--- config.mk ---
export PLATFORM = sky130hd
export DESIGN_NAME = router_register_p
export DESIGN_NICKNAME = d
export VERILOG_FILES = /design/src/rtl/router_register_p.sv
export SDC_FILE = /design/constraint.sdc
export NUM_CORES = 1
export LEC_CHECK = 0
export CELL_PAD_IN_SITES_DETAIL_PLACEMENT = 1
export CELL_PAD_IN_SITES_GLOBAL_PLACEMENT = 1
export CORE_UTILIZATION = 30
export DETAILED_ROUTE_END_ITERATION = 16
export GPL_TIMING_DRIVEN = 0
export PLACE_DENSITY_LB_ADDON = 0.1
export SLEW_MARGIN = 20
export SYNTH_ARGS = -nofsm -noshare
export SYNTH_HDL_FRONTEND = slang
export SYNTH_SLANG_ARGS = --single-unit
--- constraint.sdc ---
create_clock -name clock -period 1.45 [get_ports clock]
set_input_delay 0.2175 -clock clock [delete_from_list [all_inputs] [get_ports clock]]
set_output_delay 0.2175 -clock clock [all_outputs]
set_load 0.01 [all_outputs]
--- src/rtl/router_register_p.sv ---
// Parametrised packet data register between the router FSM and the output FIFOs.
// Optional statistics counters are enabled by defining ROUTER_REG_STATS_EN.
module router_register_p #(
    parameter int DATA_W = 8,
    parameter int ADDR_W = 2,
    parameter int LEN_W  = DATA_W - ADDR_W
) (
    input  logic              clock,
    input  logic              resetn,
    input  logic              pkt_valid,
    input  logic [DATA_W-1:0] data_in,
    input  logic              fifo_full,
    input  logic              rst_int_reg,
    input  logic              detect_add,
    input  logic              lfd_state,
    input  logic              ld_state,
    input  logic              laf_state,
    input  logic              full_state,
    output logic              parity_done,
    output logic              low_pkt_valid,
    output logic              err,
    output logic              len_err,
    output logic [DATA_W-1:0] dout
`ifdef ROUTER_REG_STATS_EN
    ,
    output logic [15:0]       pkt_cnt,
    output logic [15:0]       err_cnt,
    output logic [15:0]       len_err_cnt
`endif
);

    localparam int                CNT_W    = LEN_W + 1;
    localparam logic [ADDR_W-1:0] BAD_ADDR = '1;
    localparam logic [CNT_W-1:0]  CNT_ONE  = {{(CNT_W-1){1'b0}}, 1'b1};
    localparam logic [CNT_W-1:0]  CNT_MAX  = '1;

    logic [DATA_W-1:0] hdr_q, hdr_d;
    logic [DATA_W-1:0] full_byte_q, full_byte_d;
    logic [DATA_W-1:0] int_par_q, int_par_d;
    logic [DATA_W-1:0] pkt_par_q, pkt_par_d;
    logic [DATA_W-1:0] dout_q, dout_d;
    logic [CNT_W-1:0]  pay_cnt_q, pay_cnt_d;
    logic              low_q, low_d;
    logic              pd_q, pd_d;
    logic              pd_prev_q, pd_prev_d;
    logic              err_q, err_d;
    logic              len_err_q, len_err_d;

    // State inputs are nominally one-hot; resolve overlaps by fixed priority.
    logic da, lfd, ld, laf;
    assign da  = detect_add;
    assign lfd = lfd_state & ~detect_add;
    assign ld  = ld_state & ~detect_add & ~lfd_state;
    assign laf = laf_state & ~detect_add & ~lfd_state & ~ld_state;

    // Error flags are evaluated once, the cycle after parity_done rises.
    logic pd_rise, par_mismatch, len_mismatch;
    assign pd_rise      = pd_q & ~pd_prev_q;
    assign par_mismatch = (int_par_q != pkt_par_q);
    assign len_mismatch = (pay_cnt_q != {1'b0, hdr_q[DATA_W-1:ADDR_W]});

    always_comb begin
        hdr_d       = hdr_q;
        full_byte_d = full_byte_q;
        int_par_d   = int_par_q;
        pkt_par_d   = pkt_par_q;
        dout_d      = dout_q;
        pay_cnt_d   = pay_cnt_q;
        pd_d        = pd_q;
        pd_prev_d   = pd_q;
        err_d       = err_q;
        len_err_d   = len_err_q;

        low_d = low_q;
        if (rst_int_reg)
            low_d = 1'b0;
        if (ld && !pkt_valid)
            low_d = 1'b1;

        if (da) begin
            if (pkt_valid && (data_in[ADDR_W-1:0] != BAD_ADDR))
                hdr_d = data_in;
            int_par_d = '0;
            pay_cnt_d = '0;
            pd_d      = 1'b0;
            err_d     = 1'b0;
            len_err_d = 1'b0;
        end else begin
            if (lfd) begin
                dout_d    = hdr_q;
                int_par_d = int_par_q ^ hdr_q;
            end
            if (ld) begin
                if (pkt_valid) begin
                    if (fifo_full)
                        full_byte_d = data_in;
                    else
                        dout_d = data_in;
                    // A byte parked in full_byte is counted here, never on replay.
                    if (!full_state) begin
                        int_par_d = int_par_q ^ data_in;
                        if (pay_cnt_q != CNT_MAX)
                            pay_cnt_d = pay_cnt_q + CNT_ONE;
                    end
                end else if (fifo_full) begin
                    full_byte_d = data_in;
                end else begin
                    dout_d    = data_in;
                    pkt_par_d = data_in;
                    pd_d      = 1'b1;
                end
            end
            if (laf) begin
                dout_d = full_byte_q;
                if (low_q && !pd_q) begin
                    pkt_par_d = full_byte_q;
                    pd_d      = 1'b1;
                end
            end
            if (pd_rise) begin
                err_d     = par_mismatch;
                len_err_d = len_mismatch;
            end
        end
    end

    always_ff @(posedge clock) begin
        if (resetn) begin
            hdr_q       <= '0;
            full_byte_q <= '0;
            int_par_q   <= '0;
            pkt_par_q   <= '0;
            dout_q      <= '0;
            pay_cnt_q   <= '0;
            low_q       <= 1'b0;
            pd_q        <= 1'b0;
            pd_prev_q   <= 1'b0;
            err_q       <= 1'b0;
            len_err_q   <= 1'b0;
        end else begin
            hdr_q       <= hdr_d;
            full_byte_q <= full_byte_d;
            int_par_q   <= int_par_d;
            pkt_par_q   <= pkt_par_d;
            dout_q      <= dout_d;
            pay_cnt_q   <= pay_cnt_d;
            low_q       <= low_d;
            pd_q        <= pd_d;
            pd_prev_q   <= pd_prev_d;
            err_q       <= err_d;
            len_err_q   <= len_err_d;
        end
    end

    assign parity_done   = pd_q;
    assign low_pkt_valid = low_q;
    assign err           = err_q;
    assign len_err       = len_err_q;
    assign dout          = dout_q;

`ifdef ROUTER_REG_STATS_EN
    logic [15:0] pkt_cnt_q, err_cnt_q, len_err_cnt_q;

    always_ff @(posedge clock) begin
        if (resetn) begin
            pkt_cnt_q     <= '0;
            err_cnt_q     <= '0;
            len_err_cnt_q <= '0;
        end else begin
            if (pd_rise)
                pkt_cnt_q <= pkt_cnt_q + 16'd1;
            if (pd_rise && !da && par_mismatch)
                err_cnt_q <= err_cnt_q + 16'd1;
            if (pd_rise && !da && len_mismatch)
                len_err_cnt_q <= len_err_cnt_q + 16'd1;
        end
    end

    assign pkt_cnt     = pkt_cnt_q;
    assign err_cnt     = err_cnt_q;
    assign len_err_cnt = len_err_cnt_q;
`endif

endmodule

==> metrics, run 1 <==
status=finished, final reports clean; critical-path cell list=ha_2, nand3_2, nor2_4, or4_1, a21oi_1; P_leak=~1.3 nW; WP data required=1690 ps; top cell type's share of synthesized area=roughly 39%; unrepaired setup endpoints after global routing=no; core area=approximately 0.0087 mm2; post-synthesis sequential area ratio=approximately two fifths; Worst Tran Pin Value=582 ps; setup violators final=0; Mapped Cells=around 300; Reg clk slew, reported paths=approximately 100 ps; P per Cell Area=a little over 800 mW/mm2; peak supply drop=between 0.0003 and 0.0004 V; Worst Reg-to-Reg Cells=5; ant diodes=0; Rows=34; remaining global-route overflow=0; final hold vios=0; ANT nets after route=0; Period minus WS final=1400 ps; largest area contributor in the netlist=dfxtp_1; Max Transition Viols Final=0; reg-to-reg startpoint=pay_cnt_q[1]$_SDFFE_PP0P_; share of post-route cells with drive strength above 1=21.0%; pin count of the biggest net entering global routing=16; Worst Clk Skew=6.51 ps; Yosys cell types=48; FF-to-FF End=pay_cnt_q[3]$_SDFFE_PP0P_; Root Buffer=clkbuf_8; Worst-Skew Late Latency=around 320 ps; routed wire length=slightly below 9 mm; Synth Flop Type=dfxtp_1; Async SR Flop Fraction=0%; TritonCTS clock tree=built; IO Pins=30; Post-synth EDFFs=0; initial antenna violation count=0; H-tree depth=2; setup ws final=48.5 ps; Yosys reg bits=between 50 and 60; slew margin rel.=between 60% and 70%; Hold Path Sink=low_pkt_valid$_SDFFE_PP0P_; Hold Path Stages=3; routed via count=between 2000 and 2500; Worst path slowest cell=or4_1; die area=0.00936 mm2; Final #Nets=around 360; initial DRC count=150; router iterations before antenna repair=4; Area Overhead vs Synth=27.1%; post-DP HPWL=between 6 and 7 mm; crit-path max FO=8; critical path endpoint category=flop; initial cell density of the core=between 30% and 40%; fin crit share=roughly 97%; via-per-instance ratio=between 5 and 6; worst slack, placed=-918 ps; CP top delay family=simple AND/OR/NAND/NOR gates; top cells by area, synth=dfxtp_1 (39%), mux2i_1 (6.3%), o221ai_2 (4.5%), a21oi_1 (4.1%), nand2_1 (4.0%); Die W=approximately 97 um; reg-to-reg setup timing slack=slightly below 50 ps; Setup crit start=pay_cnt_q[1]$_SDFFE_PP0P_; WP buf/inv=0; DRC Markers=0; Fillers=just over 1000; first-pass GRT wire length=around 14 mm; WL per Instance=19.7 um; Total GRT Usage=approximately a fifth; overall die height=96.7 um; Hold Path Class=input port to flop; placer congestion estimate=approximately 0.79; Total Neg Setup Slack=0 ps; synthesized area per cell=9.04 um2; Max-Cap Viols=0; number of global-route vias before repair=about 2500; Startpoint Class=flop; CTS sink cnt=52; Netlist Area Pre-Place=0.00269 mm2; CTS buffer count=5; Clock Tree Buf Depth=2; # port buffers=29; Max Fclk=714 MHz; Syn Nets=317; Ys Warns=0; HP Start=pkt_valid; crit path DAT=roughly 1700 ps; WS Path Type=flop to flop; Largest stage delay, worst path=about 460 ps; CTS Hold Buffers Added=0
## metrics by stage
stage	util [%]	instance area (um2)	hold slack, ps	instances	power (mW)
finish	39.2	3420	276	451	2.82
global route	39.2	3420	288	451	2.95
CTS	38.4	3350	437	449	2.86
detailed placement	35.8	3120	480	435	1.92
global placement	35.8	3120	478	435	1.92
floorplan	-	2690	353	298	1.73
## layout make-up
type / instances / area [um2] / area share [%]
Multi-Input combinational cell: 213 / 1600 / 46.7
Sequential cell: 52 / 1050 / 30.8
Timing Repair Buffer: 40 / 377 / 11.0
Tap cell: 108 / 135 / 3.95
Buffer: 19 / 123 / 3.58
Clock buffer: 7 / 86.3 / 2.52
Inverter: 11 / 41.3 / 1.21
Clock inverter: 1 / 7.51 / 0.219
## flip-flops by register name, indices dropped and copies added, names as in the netlist
register,cells
err,1
int_par_q,8
low_pkt_valid,1
len_err,1
dout,8
pkt_par_q,8
full_byte_q,8
pay_cnt_q,7
parity_done,1
hdr_q,8
pd_prev_q,1
## worst reg2reg max path, stage by stage (launching register included)
cell,delay [ps]
dfxtp_2,370
ha_2,210
nand3_2,100
nor2_4,60
or4_1,460
a21oi_1,140
## layer usage
layer | track usage [%] | wire [um]
met2 | 32.3 | 4230
met3 | 3.47 | 337
met4 | 5.17 | 135
met1 | 26.2 | 4170
met5 | 0 | 0
## report_power, final
group | switching (mW) | internal, mW | total (mW)
combinational | 0.237 | 0.183 | 0.420
sequential | 0.0366 | 1.46 | 1.50
clock | 0.517 | 0.390 | 0.907
total | 0.791 | 2.03 | 2.82
## how the worst max path moves through the flow
stage | slack (ps) | end | cells past startpoint
floorplan | 40 | pay_cnt_q[3]$_SDFFE_PP0P_ | 5
global placement | -870 | pkt_par_q[2]$_SDFFE_PP0N_ | 6
detailed placement | -920 | hdr_q[4]$_SDFFE_PP0P_ | 5
CTS | 4 | pkt_par_q[3]$_SDFFE_PP0N_ | 7
global route | 0.6 | dout[3] | 1
finish | 50 | pay_cnt_q[3]$_SDFFE_PP0P_ | 5
## cells in the mapped netlist (2+ instances only)
| master | instances |
|---|---|
| o21ai_1 | 4 |
| clkbuf_1 | 12 |
| or4_1 | 2 |
| xnor2_1 | 11 |
| a32oi_1 | 8 |
| nand4_1 | 2 |
| nand2b_1 | 3 |
| o221ai_1 | 7 |
| and2_1 | 2 |
| o221ai_2 | 8 |
| nand2_1 | 29 |
| nor3_1 | 2 |
| or3_1 | 3 |
| dfxtp_1 | 52 |
| inv_1 | 10 |
| a21oi_1 | 22 |
| buf_6 | 2 |
| nor2_1 | 26 |
| mux2i_1 | 17 |
| buf_2 | 6 |
| a31oi_1 | 8 |
| xor2_1 | 11 |
| nand4bb_1 | 7 |
| nor2b_1 | 5 |
| a211oi_1 | 10 |
| o31ai_1 | 2 |
| nand3_1 | 6 |
## logic make-up after synthesis
group                    Yosys count  synth area share [%]
adder cells (fa/ha/maj)            1                 0.465
AND/OR/NAND/NOR                   97                  19.7
AO/OA/AOI/OAI                     76                  21.9
XOR/XNOR                          22                  7.16
buffers and inverters             33                  5.81
flip-flops                        52                  38.7
multiplexers                      17                  6.32
## placed cells by master, fill, tap and decap left out, types with 3 or more instances in the layout
master / instances
a211oi_1: 10
a21oi_1: 22
a31oi_1: 8
a32oi_1: 8
buf_2: 3
buf_4: 11
buf_6: 6
clkbuf_1: 6
clkbuf_2: 8
clkbuf_8: 6
clkdlybuf4s50_1: 11
dfxtp_1: 46
dfxtp_2: 4
dlygate4sd2_1: 4
dlymetal6s2s_1: 9
inv_1: 10
mux2i_1: 17
nand2_1: 28
nand2b_1: 3
nand3_1: 3
nand3_2: 3
nand4bb_1: 7
nor2_1: 25
nor2b_1: 5
nor3b_4: 3
o21ai_1: 4
o221ai_2: 13
xnor2_1: 11
xor2_1: 11
## what timing repair did
action / CTS / global route
pin swaps: 4 / 3
resized for setup: 45 / 30
gates cloned: 1 / 0
buffers inserted: 7 / 3
endpoints found under the setup margin: 52 / 42
Power figures use the tool's default switching activity.
==> inputs of run 2 (changes only) <==
- PLACE_DENSITY_LB_ADDON: 0.1 -> 0.2
- SLEW_MARGIN: 20 -> unset
==> metrics, run 2 (same netlist as run 1, synthesis figures left out) <==
crit-path max FO=2; Final Cell Area=about 0.0035 mm2; # port buffers=29; overall die height=about 97 um; Rows=34; Max-Cap Viols=0; CP top delay family=buffers and inverters; post-DP HPWL=just over 6 mm; placed insts=435; WS Path Type=flop to output pin; Total Neg Setup Slack=0 ps; CTS sink cnt=52; initial cell density of the core=a little under a third; slew margin rel.=64.5%; Reg clk slew, reported paths=110 ps; peak supply drop=0.000392 V; initial antenna violation count=0; WP data required=about 1200 ps; Die W=roughly 97 um; final std cells w/o fill=between 400 and 500; P per Cell Area=892 mW/mm2; placed instance area=between 0.003 and 0.004 mm2; Period minus WS final=around 1400 ps; multi-input combinational cell area=approximately 0.0016 mm2; core area=approximately 0.0087 mm2; Total GRT Usage=18.6%; Worst Tran Pin Value=between 500 and 600 ps; Hold Slack=about 460 ps; status=finished, final reports clean; number of global-route vias before repair=2592; Largest stage delay, worst path=540 ps; final hold vios=0; DRC Markers=0; CTS buffer count=5; Max Fclk=between 700 and 800 MHz; crit path DAT=1190 ps; Final #Nets=363; Area Overhead vs Synth=30.6%; router iterations before antenna repair=4; WL per Instance=around 19 um; Hold Path Class=input port to flop; share of post-route cells with drive strength above 1=between 20% and 30%; HP Start=laf_state; Clock Tree Buf Depth=2; Max Transition Viols Final=0; H-tree depth=2; Worst-Skew Late Latency=approximately 310 ps; Startpoint Class=flop; routed wire length=between 8 and 9 mm; Fillers=~1000; fin crit share=a little over nine tenths; remaining global-route overflow=0; critical-path cell list=clkdlybuf4s50_1; pin count of the biggest net entering global routing=18; P_leak=~1.3 nW; routed via count=about 2400; reg-to-reg startpoint=pay_cnt_q[0]$_SDFFE_PP0P_; Worst Clk Skew=about 14 ps; Worst path slowest cell=clkdlybuf4s50_1; ant diodes=0; Root Buffer=clkbuf_8; first-pass GRT wire length=13.9 mm; setup violators final=0; IO Pins=30; Setup crit start=dout[1]$_SDFFE_PP0N_; most frequent cells in the layout=dfxtp_1 (46), nand2_1 (27), nor2_1 (25); Reg area=between 0.001 and 0.0015 mm2; commonest non-fill, non-tap cell in the layout=dfxtp_1; die area=0.00936 mm2; critical path endpoint category=output pin; via-per-instance ratio=5.24; WP buf/inv=1; initial DRC count=between 70 and 80; ANT nets after route=0; post-layout util=about two fifths; placer congestion estimate=~0.76; TritonCTS clock tree=built; unrepaired setup endpoints after global routing=yes
## run 2: layer usage
layer	up-vias	part of all wire, %	global-route usage (%)
li1	1172	-	-
met1	1158	50	26.4
met2	41	46	30.0
met3	4	3.3	2.67
met4	0	0.67	3.67
met5	-	0	0
## run 2: final cells by class
class | instances | area share, %
sequential | 52 | 30.0
multi-input combinational | 213 | 46.6
tap | 108 | 3.84
inverter | 11 | 1.17
buffer | 18 | 3.17
clock inverter | 3 | 1.96
timing repair buffer | 43 | 11.3
clock buffer | 5 | 1.96
## run 2: per-stage QoR
step                      total power, mW  worst slack, ps
final                                3.14             43.9
after global routing                 3.26            -9.22
after CTS                            3.14            -2.92
after detailed placement             1.91             -874
after global placement               1.91             -835
after floorplan                      1.73             40.6
## run 2: repair_timing
| action | CTS | global route |
|---|---|---|
| setup endpoints to repair | 52 | 31 |
| buffers inserted | 6 | 7 |
| pin swaps | 3 | 5 |
| gates cloned | 0 | 1 |
| hold buffers | 0 | 0 |
| resized for setup | 42 | 33 |
## run 2: where the power goes
| part | switching (mW) | internal, mW |
|---|---|---|
| sequential | 0.0364 | 1.46 |
| combinational | 0.229 | 0.187 |
| clock | 0.529 | 0.696 |
| total | 0.794 | 2.34 |
## run 2: final timing paths
path	cells after the start	slack [ps]	to
max	1	40	dout[1]
min	5	460	dout[0]$_SDFFE_PP0N_
max reg2reg	5	80	pay_cnt_q[3]$_SDFFE_PP0P_
min reg2reg	2	500	full_byte_q[1]$_SDFFE_PP0P_
==> inputs of run 3 (changes only) <==
- SETUP_SLACK_MARGIN: unset -> 0.15
==> metrics, run 3 (same netlist as run 1, synthesis figures left out) <==
P per Cell Area=791 mW/mm2; TritonCTS clock tree=built; ANT nets after route=0; multi-input combinational cell area=between 0.0015 and 0.002 mm2; core area=0.00872 mm2; Max-Cap Viols=0; placer congestion estimate=about 0.74; Clock Tree Buf Depth=2; Reg clk slew, reported paths=100 ps; Reg area=0.00106 mm2; setup violators final=0; Max Fclk=between 700 and 800 MHz; Startpoint Class=flop; WS Path Type=flop to flop; WL per Instance=between 15 and 20 um; reg-to-reg startpoint=pay_cnt_q[0]$_SDFFE_PP0P_; crit-path max FO=2; P_leak=1.30 nW; WP data required=1690 ps; IO Pins=30; Fillers=1034; first-pass GRT wire length=between 10 and 15 mm; setup ws final=around 120 ps; initial cell density of the core=between 30% and 40%; Design Power=about 2.8 mW; CTS sink cnt=52; ant diodes=0; router iterations before antenna repair=7; Root Buffer=clkbuf_8; post-DP HPWL=6.02 mm; final hold vios=0; # port buffers=29; die area=between 0.009 and 0.01 mm2; Max Transition Viols Final=0; CTS Hold Buffers Added=0; Total GRT Usage=approximately a fifth; M2 GR Usage=between 30% and 40%; status=finished, final reports clean; overall die height=96.7 um; Worst Tran Pin Value=between 500 and 600 ps; share of post-route cells with drive strength above 1=~25%; HP Start=data_in[1]; slew margin rel.=between 60 and 70%; Hold Slack=a little under 300 ps; most frequent cells in the layout=dfxtp_1 (45), nand2_1 (27), nor2_1 (25); worst slack, placed=-893 ps; Die W=a little under 100 um; critical path endpoint category=flop; initial DRC count=between 100 and 150; Area Overhead vs Synth=31.5%; grt met3 use=approximately 2.8%; CTS buffer count=5; remaining global-route overflow=0; commonest non-fill, non-tap cell in the layout=dfxtp_1; Setup crit start=pay_cnt_q[0]$_SDFFE_PP0P_; routed wire length=8.40 mm; Most Crowded Layer GR=met2; GR Util met1=about a quarter; Period minus WS final=about 1300 ps; Worst-Skew Late Latency=approximately 300 ps; initial antenna violation count=0; Rows=34; Worst Clk Skew=8.19 ps; pin count of the biggest net entering global routing=16; Hold Path Class=input port to flop; fin crit share=92.0%; crit path DAT=1570 ps; peak supply drop=around 0.00035 V; DRC Markers=0; unrepaired setup endpoints after global routing=yes; routed via count=between 2000 and 2500; H-tree depth=2; Final #Nets=369; via-per-instance ratio=about 5.3; number of global-route vias before repair=2579
## run 3: path summary, 6_finish.rpt
| check | to | slack [ps] | depth (start not counted) |
|---|---|---|---|
| hold reg to reg | full_byte_q[5]$_SDFFE_PP0P_ | 490 | 2 |
| setup / recovery | pay_cnt_q[3]$_SDFFE_PP0P_ | 120 | 5 |
| hold / removal | full_byte_q[1]$_SDFFE_PP0P_ | 300 | 3 |
| setup reg to reg | pay_cnt_q[3]$_SDFFE_PP0P_ | 120 | 5 |
## run 3: area by class of cell
| type | instances | area share, % |
|---|---|---|
| clock buffer | 7 | 2.44 |
| timing repair buffer | 45 | 11.5 |
| buffer | 22 | 4.88 |
| multi-input combinational | 213 | 46.1 |
| sequential | 52 | 29.9 |
| clock inverter | 1 | 0.212 |
| inverter | 11 | 1.17 |
| tap | 108 | 3.82 |
## run 3: where the power goes
part	internal, mW	switching (mW)	leakage [nW]
clock network	0.390	0.510	0.0445
logic	0.181	0.225	0.829
registers	1.46	0.0363	0.426
total	2.03	0.771	1.30
## run 3: metal layers
layer | up-vias | routed length (um)
met5 | - | 0
met4 | 0 | 61
met3 | 4 | 225
met2 | 29 | 4150
met1 | 1224 | 3960
li1 | 1191 | -
## run 3: repair_timing
action,4_1_cts,5_1_grt
setup buffers,14,1
resized for setup,79,16
setup endpoints to repair,63,32
cloned,1,0
pin swaps,6,6
## run 3: critical path, cell delays in order, from the launching register on
cell	delay (ps)
dfxtp_4	370
ha_4	160
nand3_2	80
nor2_4	50
or4_1	470
a21oi_1	130
## run 3: metrics by stage
stage                     setup TNS (ps)  util [%]  std cells  instance area [um2]
after floorplan                        0         -        298                 2740
after global placement            -35180      36.2        435                 3160
after detailed placement          -36020      36.2        435                 3160
after CTS                         -0.471      40.0        458                 3490
after global routing                   0      40.6        459                 3540
final                                  0      40.6        459                 3540
